[config.mk]
export PLATFORM = sky130hd
export DESIGN_NAME = alu_op_sequencer_flat
export DESIGN_NICKNAME = d
export VERILOG_FILES = /design/src/rtl/alu_pkg.sv /design/src/rtl/alu_op_sequencer_if.sv /design/src/rtl/alu_result_mux.sv /design/src/rtl/alu_op_sequencer.sv /design/src/flat_wrapper.sv
export SDC_FILE = /design/constraint.sdc
export NUM_CORES = 1
export LEC_CHECK = 0
export CAP_MARGIN = 20
export CORE_MARGIN = 8
export CORE_UTILIZATION = 43
export DETAILED_ROUTE_END_ITERATION = 7
export PLACE_DENSITY_LB_ADDON = 0.15
export SKIP_LAST_GASP = 1
export SYNTH_ARGS = -nofsm -noshare
export SYNTH_HDL_FRONTEND = slang
export SYNTH_SLANG_ARGS = --single-unit
[constraint.sdc]
create_clock -name clk -period 5.1 [get_ports clk]
set_clock_uncertainty 0.05 [all_clocks]
set_input_delay 0.51 -clock clk [delete_from_list [all_inputs] [get_ports clk]]
set_output_delay 0.51 -clock clk [all_outputs]
set_load 0.02 [all_outputs]
[src/rtl/alu_pkg.sv]
// Shared types and constants for the ALU operation sequencer.
package alu_pkg;

  typedef enum logic [1:0] {
    UNIT_ARITH = 2'd0,
    UNIT_LOGIC = 2'd1,
    UNIT_CMP   = 2'd2,
    UNIT_SHIFT = 2'd3
  } unit_e;

  typedef enum logic [1:0] {
    IDLE  = 2'd0,
    ISSUE = 2'd1,
    WAIT  = 2'd2,
    RESP  = 2'd3
  } state_e;

  localparam logic [3:0] FUN_DIV = 4'b0011;

  // One-hot enable pattern, bit order {shift, cmp, logic, arith}.
  function automatic logic [3:0] unit_onehot(input unit_e sel);
    unit_onehot = 4'b0001 << sel;
  endfunction

endpackage

[src/rtl/alu_op_sequencer_if.sv]
// Command and response handshake bundle between a requester and the sequencer.
interface alu_op_sequencer_if #(
  parameter int unsigned A_WIDTH   = 16,
  parameter int unsigned B_WIDTH   = 16,
  parameter int unsigned OUT_WIDTH = 16
);
  logic                 cmd_valid;
  logic                 cmd_ready;
  logic [3:0]           cmd_fun;
  logic [A_WIDTH-1:0]   cmd_a;
  logic [B_WIDTH-1:0]   cmd_b;
  logic                 rsp_valid;
  logic                 rsp_ready;
  logic [OUT_WIDTH-1:0] rsp_data;
  logic                 rsp_carry;
  logic                 rsp_err;

  modport master (
    output cmd_valid, cmd_fun, cmd_a, cmd_b, rsp_ready,
    input  cmd_ready, rsp_valid, rsp_data, rsp_carry, rsp_err
  );

  modport slave (
    input  cmd_valid, cmd_fun, cmd_a, cmd_b, rsp_ready,
    output cmd_ready, rsp_valid, rsp_data, rsp_carry, rsp_err
  );
endinterface

[src/rtl/alu_result_mux.sv]
// Combinational selection of the active unit's result and completion flag.
module alu_result_mux
  import alu_pkg::*;
#(
  parameter int unsigned OUT_WIDTH = 16
) (
  input  unit_e                sel,
  input  logic [OUT_WIDTH-1:0] arith_out,
  input  logic [OUT_WIDTH-1:0] logic_out,
  input  logic [OUT_WIDTH-1:0] cmp_out,
  input  logic [OUT_WIDTH-1:0] shift_out,
  input  logic                 arith_flag,
  input  logic                 logic_flag,
  input  logic                 cmp_flag,
  input  logic                 shift_flag,
  output logic [OUT_WIDTH-1:0] data_c,
  output logic                 flag_c
);

  always_comb begin
    data_c = '0;
    flag_c = 1'b0;
    case (sel)
      UNIT_ARITH: begin data_c = arith_out; flag_c = arith_flag; end
      UNIT_LOGIC: begin data_c = logic_out; flag_c = logic_flag; end
      UNIT_CMP:   begin data_c = cmp_out;   flag_c = cmp_flag;   end
      UNIT_SHIFT: begin data_c = shift_out; flag_c = shift_flag; end
      default: ;
    endcase
  end

endmodule

[src/rtl/alu_op_sequencer.sv]
// Issues one command at a time to the selected ALU unit and returns its result,
// trapping divide-by-zero and bounding the wait with a watchdog.
module alu_op_sequencer
  import alu_pkg::*;
#(
  parameter int unsigned A_WIDTH        = 16,
  parameter int unsigned B_WIDTH        = 16,
  parameter int unsigned OUT_WIDTH      = 16,
  parameter int unsigned TIMEOUT_CYCLES = 8
) (
  input  logic                 clk,
  input  logic                 rst,
  alu_op_sequencer_if.slave    bus,
  output logic [A_WIDTH-1:0]   A_OUT,
  output logic [B_WIDTH-1:0]   B_OUT,
  output logic [3:0]           ALU_FUN,
  output logic                 Arith_Enable,
  output logic                 Logic_Enable,
  output logic                 CMP_Enable,
  output logic                 SHIFT_Enable,
  input  logic [OUT_WIDTH-1:0] arith_out,
  input  logic [OUT_WIDTH-1:0] logic_out,
  input  logic [OUT_WIDTH-1:0] cmp_out,
  input  logic [OUT_WIDTH-1:0] shift_out,
  input  logic                 arith_flag,
  input  logic                 logic_flag,
  input  logic                 cmp_flag,
  input  logic                 shift_flag,
  input  logic                 arith_carry
);

  localparam int unsigned CNT_W = $clog2(TIMEOUT_CYCLES + 1);
  localparam logic [CNT_W-1:0] CNT_MAX = CNT_W'(TIMEOUT_CYCLES);

  localparam logic [1:0] S_IDLE  = IDLE;
  localparam logic [1:0] S_ISSUE = ISSUE;
  localparam logic [1:0] S_WAIT  = WAIT;
  localparam logic [1:0] S_RESP  = RESP;

  logic [1:0]           state, state_nx;
  unit_e                sel, sel_nx;
  logic [CNT_W-1:0]     cnt, cnt_nx;
  logic [3:0]           en, en_nx;
  logic [A_WIDTH-1:0]   a_nx;
  logic [B_WIDTH-1:0]   b_nx;
  logic [3:0]           fun_nx;
  logic [OUT_WIDTH-1:0] data_nx;
  logic                 carry_nx, err_nx, ready_nx, valid_nx;
  logic [OUT_WIDTH-1:0] mux_data_c;
  logic                 mux_flag_c;

  alu_result_mux #(.OUT_WIDTH(OUT_WIDTH)) u_mux (
    .sel        (sel),
    .arith_out  (arith_out),
    .logic_out  (logic_out),
    .cmp_out    (cmp_out),
    .shift_out  (shift_out),
    .arith_flag (arith_flag),
    .logic_flag (logic_flag),
    .cmp_flag   (cmp_flag),
    .shift_flag (shift_flag),
    .data_c     (mux_data_c),
    .flag_c     (mux_flag_c)
  );

  // Next state and next values of every registered output.
  always_comb begin
    state_nx = state;
    sel_nx   = sel;
    cnt_nx   = cnt;
    a_nx     = A_OUT;
    b_nx     = B_OUT;
    fun_nx   = ALU_FUN;
    data_nx  = bus.rsp_data;
    carry_nx = bus.rsp_carry;
    err_nx   = bus.rsp_err;
    case (state)
      S_IDLE: begin
        if (bus.cmd_valid && bus.cmd_ready) begin
          a_nx   = bus.cmd_a;
          b_nx   = bus.cmd_b;
          fun_nx = bus.cmd_fun;
          sel_nx = unit_e'(bus.cmd_fun[3:2]);
          if (bus.cmd_fun == FUN_DIV && bus.cmd_b == '0) begin
            data_nx  = '0;
            carry_nx = 1'b0;
            err_nx   = 1'b1;
            state_nx = S_RESP;
          end else begin
            state_nx = S_ISSUE;
          end
        end
      end
      S_ISSUE: begin
        cnt_nx   = '0;
        state_nx = S_WAIT;
      end
      S_WAIT: begin
        if (mux_flag_c) begin
          data_nx  = mux_data_c;
          carry_nx = (sel == UNIT_ARITH) ? arith_carry : 1'b0;
          err_nx   = 1'b0;
          state_nx = S_RESP;
        end else begin
          if (cnt != CNT_MAX) cnt_nx = cnt + CNT_W'(1);
          if (cnt_nx == CNT_MAX) begin
            data_nx  = '0;
            carry_nx = 1'b0;
            err_nx   = 1'b1;
            state_nx = S_RESP;
          end
        end
      end
      S_RESP: begin
        if (bus.rsp_ready) begin
          data_nx  = '0;
          carry_nx = 1'b0;
          err_nx   = 1'b0;
          state_nx = S_IDLE;
        end
      end
      default: state_nx = S_IDLE;
    endcase
    ready_nx = (state_nx == S_IDLE);
    valid_nx = (state_nx == S_RESP);
    en_nx    = (state_nx == S_ISSUE || state_nx == S_WAIT) ? unit_onehot(sel_nx) : 4'b0000;
  end

  always_ff @(posedge clk or negedge rst) begin
    if (!rst) begin
      state         <= S_IDLE;
      sel           <= UNIT_ARITH;
      cnt           <= '0;
      en            <= '0;
      A_OUT         <= '0;
      B_OUT         <= '0;
      ALU_FUN       <= '0;
      bus.cmd_ready <= 1'b1;
      bus.rsp_valid <= 1'b0;
      bus.rsp_data  <= '0;
      bus.rsp_carry <= 1'b0;
      bus.rsp_err   <= 1'b0;
    end else begin
      state         <= state_nx;
      sel           <= sel_nx;
      cnt           <= cnt_nx;
      en            <= en_nx;
      A_OUT         <= a_nx;
      B_OUT         <= b_nx;
      ALU_FUN       <= fun_nx;
      bus.cmd_ready <= ready_nx;
      bus.rsp_valid <= valid_nx;
      bus.rsp_data  <= data_nx;
      bus.rsp_carry <= carry_nx;
      bus.rsp_err   <= err_nx;
    end
  end

  assign Arith_Enable = en[0];
  assign Logic_Enable = en[1];
  assign CMP_Enable   = en[2];
  assign SHIFT_Enable = en[3];

endmodule

[src/flat_wrapper.sv]
// flat-port wrapper written by rule: the top's interface ports become plain ports
module alu_op_sequencer_flat import alu_pkg::*;
#(
  parameter int unsigned A_WIDTH        = 16,
  parameter int unsigned B_WIDTH        = 16,
  parameter int unsigned OUT_WIDTH      = 16,
  parameter int unsigned TIMEOUT_CYCLES = 8
)
  (clk, rst, A_OUT, B_OUT, ALU_FUN, Arith_Enable, Logic_Enable, CMP_Enable, SHIFT_Enable, arith_out, logic_out, cmp_out, shift_out, arith_flag, logic_flag, cmp_flag, shift_flag, arith_carry, bus_cmd_valid, bus_cmd_fun, bus_cmd_a, bus_cmd_b, bus_rsp_ready, bus_cmd_ready, bus_rsp_valid, bus_rsp_data, bus_rsp_carry, bus_rsp_err);
  alu_op_sequencer_if #(.A_WIDTH(A_WIDTH), .B_WIDTH(B_WIDTH), .OUT_WIDTH(OUT_WIDTH)) bus_i ();
  input  logic clk;
  input  logic rst;
  output logic [A_WIDTH-1:0] A_OUT;
  output logic [B_WIDTH-1:0] B_OUT;
  output logic [3:0] ALU_FUN;
  output logic Arith_Enable;
  output logic Logic_Enable;
  output logic CMP_Enable;
  output logic SHIFT_Enable;
  input  logic [OUT_WIDTH-1:0] arith_out;
  input  logic [OUT_WIDTH-1:0] logic_out;
  input  logic [OUT_WIDTH-1:0] cmp_out;
  input  logic [OUT_WIDTH-1:0] shift_out;
  input  logic arith_flag;
  input  logic logic_flag;
  input  logic cmp_flag;
  input  logic shift_flag;
  input  logic arith_carry;
  input wire logic [$bits(bus_i.cmd_valid)-1:0] bus_cmd_valid;
  input wire logic [$bits(bus_i.cmd_fun)-1:0] bus_cmd_fun;
  input wire logic [$bits(bus_i.cmd_a)-1:0] bus_cmd_a;
  input wire logic [$bits(bus_i.cmd_b)-1:0] bus_cmd_b;
  input wire logic [$bits(bus_i.rsp_ready)-1:0] bus_rsp_ready;
  output wire logic [$bits(bus_i.cmd_ready)-1:0] bus_cmd_ready;
  output wire logic [$bits(bus_i.rsp_valid)-1:0] bus_rsp_valid;
  output wire logic [$bits(bus_i.rsp_data)-1:0] bus_rsp_data;
  output wire logic [$bits(bus_i.rsp_carry)-1:0] bus_rsp_carry;
  output wire logic [$bits(bus_i.rsp_err)-1:0] bus_rsp_err;
  assign bus_i.cmd_valid = bus_cmd_valid;
  assign bus_i.cmd_fun = bus_cmd_fun;
  assign bus_i.cmd_a = bus_cmd_a;
  assign bus_i.cmd_b = bus_cmd_b;
  assign bus_i.rsp_ready = bus_rsp_ready;
  assign bus_cmd_ready = bus_i.cmd_ready;
  assign bus_rsp_valid = bus_i.rsp_valid;
  assign bus_rsp_data = bus_i.rsp_data;
  assign bus_rsp_carry = bus_i.rsp_carry;
  assign bus_rsp_err = bus_i.rsp_err;
  alu_op_sequencer #(.A_WIDTH(A_WIDTH), .B_WIDTH(B_WIDTH), .OUT_WIDTH(OUT_WIDTH), .TIMEOUT_CYCLES(TIMEOUT_CYCLES)) u_core (.clk(clk), .rst(rst), .bus(bus_i), .A_OUT(A_OUT), .B_OUT(B_OUT), .ALU_FUN(ALU_FUN), .Arith_Enable(Arith_Enable), .Logic_Enable(Logic_Enable), .CMP_Enable(CMP_Enable), .SHIFT_Enable(SHIFT_Enable), .arith_out(arith_out), .logic_out(logic_out), .cmp_out(cmp_out), .shift_out(shift_out), .arith_flag(arith_flag), .logic_flag(logic_flag), .cmp_flag(cmp_flag), .shift_flag(shift_flag), .arith_carry(arith_carry));
endmodule
# [Yosys cells after proc, flatten, opt, wreduce, memory -nomap -nowiden]
# Cells that the tools add are included.
# Widths: inputs -> output; s select.
[classes] addsub=1 eq_ne=17 n_shift=1 n_mux=34 n_reduce_logical=12
[ops] op="$mux 16" n=5
[ops] op="$pmux 16 s4" n=1
[ops] op="$pmux 16 s3" n=1
[ops] op="$mux 4" n=5
[ops] op="$logic_not 16->1" n=1
[ops] op="$mux 2" n=7
[ops] op="$eq 2x2->1 const B" n=6
[ops] op="$mux 1" n=10
[ops] op="$pmux 2 s4" n=1
[ops] op="$pmux 4 s2" n=1
[ops] op="$eq 2x1->1 const B" n=3
[ops] op="$logic_not 2->1" n=3
[ops] op="$pmux 1 s3" n=2
[ops] op="$reduce_and 5->1" n=1
[ops] op="$add 4x1->4 const B" n=1
[ops] op="$eq 4x2->1 const B" n=1
[ops] op="$eq 4x4->1 const B" n=1
[ops] op="$ne 2x1->1 const B" n=2
[ops] op="$ne 2x2->1 const B" n=2
[ops] op="$ne 4x4->1 const B" n=1
[ops] op="$pmux 1 s4" n=1
[ops] op="$reduce_and 2->1" n=2
[ops] op="$shl 1x2->4 const A" n=1
[ops] op="$ne 3x1->1 const B" n=1
[ops] op="4 further kinds" n=5
[word_totals] regBits=68 inputBits=109 word_cells=77

# [Longest topological paths before layout]
# Gate-level depths: netlist of run 1.
[depth] depth_word=11 ltp_mapped=10 mapped_depth_nobuf=10

# [By module]
# A second synthesis of run 1 with hierarchy kept.
[unflattened] hier_cells=310 area_unflattened_um2=3280.6
[modules_own_cells] mod="alu_op_sequencer" n_inst=1 cells_per_inst=289 area_per_inst_um2=2830.2
[modules_own_cells] mod="alu_result_mux" n_inst=1 cells_per_inst=21 area_per_inst_um2=450.4

# [Worst setup path before layout of run 1]
# No wires, ideal clock.
[synth_path] kind="register -> register" startpoint="register u_core.cnt[0]" endpoint="register u_core.en[0]" setup_time_ns=0.124 arrival_time_ns=1.865 slack_ns=3.062 path_stages_with_launch=10 path_cell_list="dfrtp_1 inv_1 ha_1 a31oi_1 a2111oi_4 nand2b_1 a31o_2 ha_1 o211ai_1 nor2_1"
[synth_via] elab_chain_len=11 elab_cells_between_ends=13 classes_between="add/sub (1); eq/ne (4); mux (7); reduce/logical (1)"
[synth_lines] element="start: declaration" line_no="alu_op_sequencer.sv:42" source="logic [CNT_W-1:0] cnt, cnt_nx;"
[synth_lines] element="start signal: assignment" line_no="alu_op_sequencer.sv:146" source="cnt <= cnt_nx;"
[synth_lines] element="$add 4x1->4 or $ne 4x4->1 (tied branches)" line_no="alu_op_sequencer.sv:105" source="if (cnt != CNT_MAX) cnt_nx = cnt + CNT_W'(1);"
[synth_lines] element="$mux 4 *" line_no="alu_op_sequencer.sv:105"
[synth_lines] element="$mux 4 *" line_no="alu_op_sequencer.sv:99" source="if (mux_flag_c) begin"
[synth_lines] element="$mux 4 *" line_no="alu_op_sequencer.sv:77" source="case (state)"
[synth_lines] element="$eq 4x4->1 *" line_no="alu_op_sequencer.sv:106" source="if (cnt_nx == CNT_MAX) begin"
[synth_lines] element="$mux 2 *" line_no="alu_op_sequencer.sv:106"
[synth_lines] element="$mux 2 *" line_no="alu_op_sequencer.sv:99"
[synth_lines] element="$pmux 2 s4 *" line_no="alu_op_sequencer.sv:77"
[synth_lines] element="named net u_core.state_nx[0]" line_no="alu_op_sequencer.sv:40" source="logic [1:0] state, state_nx;"
[synth_lines] element="$eq 2x1->1 or $eq 2x2->1 (tied branches)" line_no="alu_op_sequencer.sv:126" source="en_nx = (state_nx == S_ISSUE || state_nx == S_WAIT) ? unit_onehot(sel_nx) : 4'b0000;"
[synth_lines] element="$logic_or 1x1->1 *" line_no="alu_op_sequencer.sv:126"
[synth_lines] element="$mux 4 *" line_no="alu_op_sequencer.sv:126"
[synth_lines] element="named net u_core.en_nx[0]" line_no="alu_op_sequencer.sv:43" source="logic [3:0] en, en_nx;"
[synth_lines] element="end signal: assignment" line_no="alu_op_sequencer.sv:147" source="en <= en_nx;"
[synth_lines] element="end: declaration" line_no="alu_op_sequencer.sv:43"
# Mark *: on every way through the listed nets, which the timed path passes. The rest lies on a longest branch. The select of a mux whose other input is x is not followed.
# A chain may end at the register's enable or synchronous reset.

# [Worst setup path in the final report of run 1]
[layout_path] startpoint="register u_core.sel[0]" endpoint="register u_core.en[1]"
[layout_via] elab_chain_len=7 elab_cells_between_ends=14 classes_between="eq/ne (5); shift (1); mux (6); reduce/logical (2)"
[layout_lines] element="start: declaration" line_no="alu_op_sequencer.sv:41" source="unit_e sel, sel_nx;"
[layout_lines] element="start signal: assignment" line_no="alu_op_sequencer.sv:145" source="sel <= sel_nx;"
[layout_lines] element="$eq 2x2->1 (tied with other cells)" line_no="alu_result_mux.sv:23" source="case (sel)"
[layout_lines] element="$pmux 1 s4 *" line_no="alu_result_mux.sv:23"
[layout_lines] element="$mux 2 *" line_no="alu_op_sequencer.sv:99"
[layout_lines] element="$pmux 2 s4 *" line_no="alu_op_sequencer.sv:77"
[layout_lines] element="named net u_core.state_nx[0]" line_no="alu_op_sequencer.sv:40"
[layout_lines] element="$eq 2x1->1 or $eq 2x2->1 (tied branches)" line_no="alu_op_sequencer.sv:126"
[layout_lines] element="$logic_or 1x1->1 *" line_no="alu_op_sequencer.sv:126"
[layout_lines] element="$mux 4 *" line_no="alu_op_sequencer.sv:126"
[layout_lines] element="named net u_core.en_nx[1]" line_no="alu_op_sequencer.sv:43"
# Mark *: on every way through the listed nets, which the timed path passes. The rest lies on a longest branch.

==> results of run 1 <==
==> how the worst max path moves through the flow <==
stage	from	to	slack (ns)	cells past startpoint
floorplan	u_core.cnt[0]	u_core.en[0]	3.06	9
global placement	u_core.state[1]	u_core.bus.rsp_err	2.38	4
detailed placement	u_core.state[1]	u_core.bus.rsp_err	2.27	4
CTS	u_core.state[1]	u_core.bus.rsp_err	2.23	4
global route	u_core.sel[0]	u_core.en[1]	2.21	10
finish	u_core.sel[0]	u_core.en[1]	2.52	10
==> power by group through the flow <==
stage	Combinational [mW]	Sequential, mW	Clock [mW]
3_3_place_gp	1.52	0.952	0
3_5_place_dp	1.55	0.964	0
2_1_floorplan	0.708	1.15	0
6_report	1.54	0.954	0.431
5_1_grt	1.66	0.992	0.462
4_1_cts	1.56	0.958	0.442
==> logic make-up (layout without fill, tap and decap cells) <==
group           Yosys count  in the layout  synth area share, %
flops                    68             68                 52.5
mux                      55             55                 24.5
compound gates           40             40                 10.8
simple gates             39             39                 6.21
buf+inv                  27            200                 4.24
fa+ha+maj                 4              4                 1.54
xor+xnor                  1              1                0.270
==> cell usage after synthesis, drive strengths merged <==
cell type	count	area [sq um]
and3	2	12.5
o21ai	8	43.8
a21oi	2	10.0
o2bb2ai	2	17.5
nor2b	1	6.26
nand2b	1	6.26
ha	4	50.1
dfrtp	67	1680
clkbuf	5	28.8
o21a	1	7.51
o22ai	2	12.5
a31o	1	8.76
a2111oi	1	27.5
nor3	4	25.0
buf	11	67.6
a31oi	2	12.5
xor2	1	8.76
inv	11	41.3
nand2	14	52.6
nor4b	2	23.8
dfstp	1	26.3
o31ai	1	12.5
nand3	7	35.0
nand4	1	6.26
nor4	3	18.8
o211ai	1	7.51
mux2i	4	40.0
mux2	35	394
a32o	18	180
nor2	4	15.0
o31a	1	8.76
mux4	16	360
==> per-stage QoR <==
step                worst slack, ns  total power [mW]  hold WS [ns]
CTS                            2.23              2.96         0.341
floorplan                      3.06              1.86         0.164
finish                         2.52              2.92         0.317
detailed placement             2.27              2.52         0.427
global route                   2.21              3.11         0.406
global placement               2.38              2.48         0.423
==> registers in the layout (all words and copies together) (netlist names), 2 cells and up <==
name                 count
u_core.A_OUT            16
u_core.cnt               4
u_core.en                4
u_core.B_OUT            16
u_core.bus.rsp_data     16
u_core.state             2
u_core.ALU_FUN           4
u_core.sel               2
==> layer usage <==
layer,up-vias,share of wire [%],global-route usage (%)
li1,1228,-,-
met1,1306,38,20.1
met2,84,55,31.4
met3,2,6.4,5.20
met4,0,0.60,5.67
met5,-,0,0
==> layout make-up <==
type	instances	area, sq um
Sequential cell	68	1700
Timing Repair Buffer	173	1720
Tap cell	99	124
Fill cell	570	2100
Multi-Input combinational cell	139	1410
Inverter	11	41.3
Clock inverter	4	48.8
Clock buffer	12	145
==> out/qor.log, run 1 <==
qor: power.seq_power_share 32.6%
qor: timing.timing.final.hold_violations 0
qor: setup_path.critPathBufInv 2
qor: routing.routed-via-count 2620
qor: global_routing.antenna_found_initial 0
qor: clock_network.post_cts_hold_buffer_count 0
qor: routing.post_drt_via_cell_ratio 5.18
qor: synthesis.synth_seq_cells 68
qor: timing.final_max_slew_viol_count 0
qor: cells_and_area.finish.instance_area 5190 sq um
qor: routing.final_antenna_net_count 0
qor: floorplan.num_io_pins 169
qor: setup_path.regToRegSetupSlack 2.52 ns
qor: floorplan.die_height 103 um
qor: routing.drt-total-wl 9220 um
qor: synthesis.ys_types 37
qor: cells_and_area.syn2layout_area_growth 60.1%
qor: clock_network.number_of_gates_given_a_new_drive_strength_after_cts 0
qor: cells_and_area.finalCoreUtilization 71.2%
qor: timing.setup_viol_count_final 0
qor: clock_network.clock_insertion_delay_worst_skew 0.33 ns
qor: timing.setup_tns_after_final_layout 0 ns
qor: power.power_density 563 nW/um^2
qor: synthesis.synth.cell_area 3240 sq um
qor: cells_and_area.layout_common_cells sky130_fd_sc_hd__clkdlybuf4s50_1, sky130_fd_sc_hd__dfrtp_1, sky130_fd_sc_hd__mux2_2
qor: setup_path.cp_data_required_time 5.31 ns
qor: status.run_status complete, no violations
qor: timing.layout_min_cycle_time 2.58 ns
qor: place.placed_cells_incl_taps 489
qor: timing.rsz0062_at_grt false
qor: setup_path.critPathArrivalTime 2.79 ns
qor: synthesis.syn-mean-instance-area 13.9 sq um
qor: global_routing.grt_pass1_vias 2811
qor: clock_network.cts.path.max_buffers 2
qor: setup_path.critPathCaptureType flip-flop
qor: global_routing.grt_pass1_wl 14300 um
qor: setup_path.worstPathCellList buf_4, mux2i_1, mux2i_2, buf_4, nor2_1, nand2b_1, a31o_2, ha_1, o211ai_1, nor2_1
qor: global_routing.globalRouteTotalUtil 17.7%
qor: cells_and_area.layout.nets 515
qor: global_routing.gr-total-overflow 0
qor: timing.timing.final.crit_share 50.7%
qor: floorplan.initial_core_util 44.5%
qor: setup_path.startpoint_type flip-flop
qor: synthesis.syn_nets 347
qor: synthesis.netlist_instances 234
qor: timing.worst-slew-pin-transition 0.841 ns
qor: place.place_congestion 0.718
qor: setup_path.path_max_fanout 21
qor: clock_network.clock_pin_transition_on_the_worst_setup_and_hold_timing_paths 0.07 ns
qor: synthesis.yosys_warns 0
qor: place.placed_cell_areas 4990 sq um
qor: place.hpwlAfterDp 7350 um
qor: timing.max_slew_margin 43.9%
qor: floorplan.placeable_core_region 7290 sq um
qor: routing.first_drt_iteration_drcs 88
qor: cells_and_area.antenna_cells 0
qor: cells_and_area.share_of_cells_above_drive_strength_1 19.4%
qor: flow_run.count_of_max_cap_constraint_violations 0
qor: setup_path.r2r.worst_path.cells 10
qor: power.leakage 2.10 nW
qor: setup_path.worstReg2RegEnd u_core.en[1]
qor: global_routing.grt_start_max_net_pins 69
qor: setup_path.crit_family buffers and inverters
qor: setup_path.timing.critical_path.slowest_cell_delay 0.34 ns
qor: clock_network.tritoncts yes
qor: routing.detail_route.drc_violations 0
qor: power.pwr-share-comb 52.6%
qor: routing.routed_wire_length_per_instance 18.2 um
qor: setup_path.worst-setup-path-type flip-flop to flip-flop
qor: clock_network.cts_made_buffers 9
qor: floorplan.fp.dieArea 10600 sq um
qor: power.power_report.internal_total 1.83 mW
qor: power.sw_frac_of_total 37.4%
qor: floorplan.die_w 103 um
qor: timing.clock.fmax 387 MHz
qor: power.vdd.ir_drop.worst 0.270 mV
qor: power.p_sw 1.09 mW
qor: synthesis.synth_sequential_area_ratio 52.5%
qor: worst_hold_path.hp-class input port to async pin
qor: floorplan.rows 31
qor: place.port-buffer-count 168
qor: cells_and_area.layout.cells.non_filler 506
qor: power.clock_power_share 14.7%
qor: cells_and_area.commonest_non_fill_non_tap_cell_in_the_layout sky130_fd_sc_hd__clkdlybuf4s50_1
qor: clock_network.cts.repair_timing.setup_buffer_count 0
qor: clock_network.clockRootBuffer sky130_fd_sc_hd__clkbuf_8
qor: routing.firstDrtPassIters 4
qor: clock_network.htree_levels 3
qor: setup_path.worst_r2r_startpoint u_core.sel[0]
qor: setup_path.critPathSlowestCell sky130_fd_sc_hd__dfrtp_1
qor: clock_network.cts.sinks 68
(Power assumes the default switching activity.)
==> run 2: changes to the inputs <==
Settings changed: CORE_UTILIZATION 43 to 36.
Clock period 5.1 ns to 2.1 ns, I/O delays scaled along.
==> out/qor.log, run 2 (synthesis gave the netlist of run 1 again) <==
qor: status.run_status complete, no violations
qor: place.place_congestion 0.761
qor: power.leakage 2.19 nW
qor: routing.post_drt_via_cell_ratio 5.12
qor: setup_path.critPathCaptureType flip-flop
qor: global_routing.grt_start_max_net_pins 33
qor: setup_path.worst-setup-path-type flip-flop to flip-flop
qor: clock_network.htree_levels 3
qor: flow_run.count_of_max_cap_constraint_violations 0
qor: global_routing.antenna_found_initial 0
qor: cells_and_area.largest_registers u_core.A_OUT: 16 flops, u_core.B_OUT: 16 flops, u_core.bus.rsp_data: 16 flops
qor: setup_path.worstReg2RegEnd u_core.en[1]
qor: clock_network.clock_insertion_delay_worst_skew 0.34 ns
qor: floorplan.die_w 111 um
qor: routing.routed_wire_length_per_instance 17.9 um
qor: cells_and_area.syn2layout_area_growth 67.1%
qor: timing.clock.fmax 495 MHz
qor: cells_and_area.share_of_cells_above_drive_strength_1 24.3%
qor: routing.final_antenna_net_count 0
qor: setup_path.path_max_fanout 4
qor: clock_network.clock_pin_transition_on_the_worst_setup_and_hold_timing_paths 0.07 ns
qor: timing.setup_tns_after_final_layout 0 ns
qor: clock_network.cts.path.max_buffers 2
qor: global_routing.globalRouteTotalUtil 15.7%
qor: setup_path.critPathArrivalTime 2.20 ns
qor: floorplan.die_height 111 um
qor: floorplan.initial_core_util 37.2%
qor: timing.rsz0062_at_grt true
qor: floorplan.rows 34
qor: setup_path.cp_data_required_time 2.28 ns
qor: timing.layout_min_cycle_time 2.02 ns
qor: clock_network.cts_made_buffers 9
qor: global_routing.grt_pass1_vias 2918
qor: place.hpwlAfterDp 7480 um
qor: routing.first_drt_iteration_drcs 110
qor: floorplan.placeable_core_region 8720 sq um
qor: power.vdd.ir_drop.worst 0.584 mV
qor: routing.drt-total-wl 9460 um
qor: cells_and_area.antenna_cells 0
qor: power.power_density 1370 nW/um^2
qor: cells_and_area.finalCoreUtilization 62.2%
qor: routing.routed-via-count 2703
qor: clock_network.clockRootBuffer sky130_fd_sc_hd__clkbuf_8
qor: cells_and_area.final.fill_count 696
qor: clock_network.tritoncts yes
qor: timing.max_slew_margin 58.7%
qor: timing.timing.final.crit_share 96.2%
qor: setup_path.r2r.worst_path.cells 9
qor: setup_path.worst_r2r_startpoint u_core.cnt[1]
qor: timing.final_max_slew_viol_count 0
qor: timing.timing.final.hold_violations 0
qor: setup_path.startpoint_type flip-flop
qor: routing.detail_route.drc_violations 0
qor: timing.hold_slack 0.315 ns
qor: cells_and_area.layout.nets 528
qor: global_routing.grt_pass1_wl 15500 um
qor: floorplan.fp.dieArea 12300 sq um
qor: place.port-buffer-count 168
qor: routing.firstDrtPassIters 4
qor: worst_hold_path.hp-class input port to async pin
qor: cells_and_area.commonest_non_fill_non_tap_cell_in_the_layout sky130_fd_sc_hd__clkdlybuf4s50_1
qor: timing.worst-slew-pin-transition 0.619 ns
qor: clock_network.cts.sinks 68
qor: global_routing.gr-total-overflow 0
qor: timing.fin_ws 0.0798 ns
qor: cells_and_area.layout_common_cells sky130_fd_sc_hd__clkdlybuf4s50_1, sky130_fd_sc_hd__dfrtp_1, sky130_fd_sc_hd__mux2_2
qor: place.dp_slack -0.199 ns
qor: setup_path.regToRegSetupSlack 0.08 ns
qor: floorplan.num_io_pins 169
qor: timing.setup_viol_count_final 0
## run 2: changes by cell type in the layout (fill, tap and decap cells not counted), sizes merged
cell	change
buf	+12
dlygate4sd3	+1
clkbuf	+1
clkinv	-1
## run 2: worst max path at each step
stage	end	from	slack, ns	cells past startpoint
finish	u_core.en[1]	u_core.cnt[1]	0.08	9
global placement	u_core.en[1]	bus_cmd_b[6]	-0.11	9
CTS	u_core.en[1]	u_core.cnt[1]	0.01	9
global route	u_core.en[1]	u_core.cnt[1]	-0.03	9
detailed placement	u_core.en[0]	bus_cmd_b[6]	-0.20	9
floorplan	u_core.en[0]	u_core.cnt[0]	0.06	9
## run 2: area by class of cell
type / count / area (sq um) / area share [%]
Clock buffer: 13 / 169 / 3.12
Clock inverter: 3 / 43.8 / 0.808
Inverter: 11 / 41.3 / 0.762
Multi-Input combinational cell: 139 / 1480 / 27.2
Sequential cell: 68 / 1700 / 31.4
Tap cell: 108 / 135 / 2.49
Timing Repair Buffer: 186 / 1850 / 34.2
## run 2: where the power goes
part | total [mW] | internal, mW | switching, mW
Clock | 1.13 | 0.647 | 0.479
Sequential | 2.27 | 1.89 | 0.378
Combinational | 4.05 | 2.16 | 1.89
Total | 7.44 | 4.69 | 2.75
## run 2: timing repair
| item | in CTS | in global routing |
|---|---|---|
| hold buffers | 1 | 0 |
| hold endpoints to repair | 18 | 0 |
| resized for setup | 7 | 5 |
| setup endpoints to repair | 4 | 4 |
| pin swaps | 1 | 3 |
| setup buffers | 0 | 1 |
## run 2: through the flow
step	std cells	area, sq um	total power [mW]
global placement	510	5130	6.21
floorplan	234	3240	4.52
CTS	527	5390	7.48
global route	528	5420	7.94
finish	528	5420	7.44
detailed placement	510	5130	6.28
## run 2: per-layer routing
metal	up-vias	global-route usage [%]	part of all wire (%)
met5	-	0	0
met4	0	7.12	2.3
met3	14	4.60	5.1
met2	86	27.3	54
met1	1347	17.3	38
li1	1256	-	-
## run 2: worst max-delay path, stage by stage (launching register included)
cell	delay (ns)
sky130_fd_sc_hd__dfrtp_1	0.41
sky130_fd_sc_hd__ha_2	0.22
sky130_fd_sc_hd__nor2_1	0.09
sky130_fd_sc_hd__nand2_1	0.09
sky130_fd_sc_hd__a2111oi_4	0.32
sky130_fd_sc_hd__nand2b_4	0.21
sky130_fd_sc_hd__a31o_4	0.16
sky130_fd_sc_hd__ha_4	0.20
sky130_fd_sc_hd__o211ai_1	0.10
sky130_fd_sc_hd__nor2_1	0.06
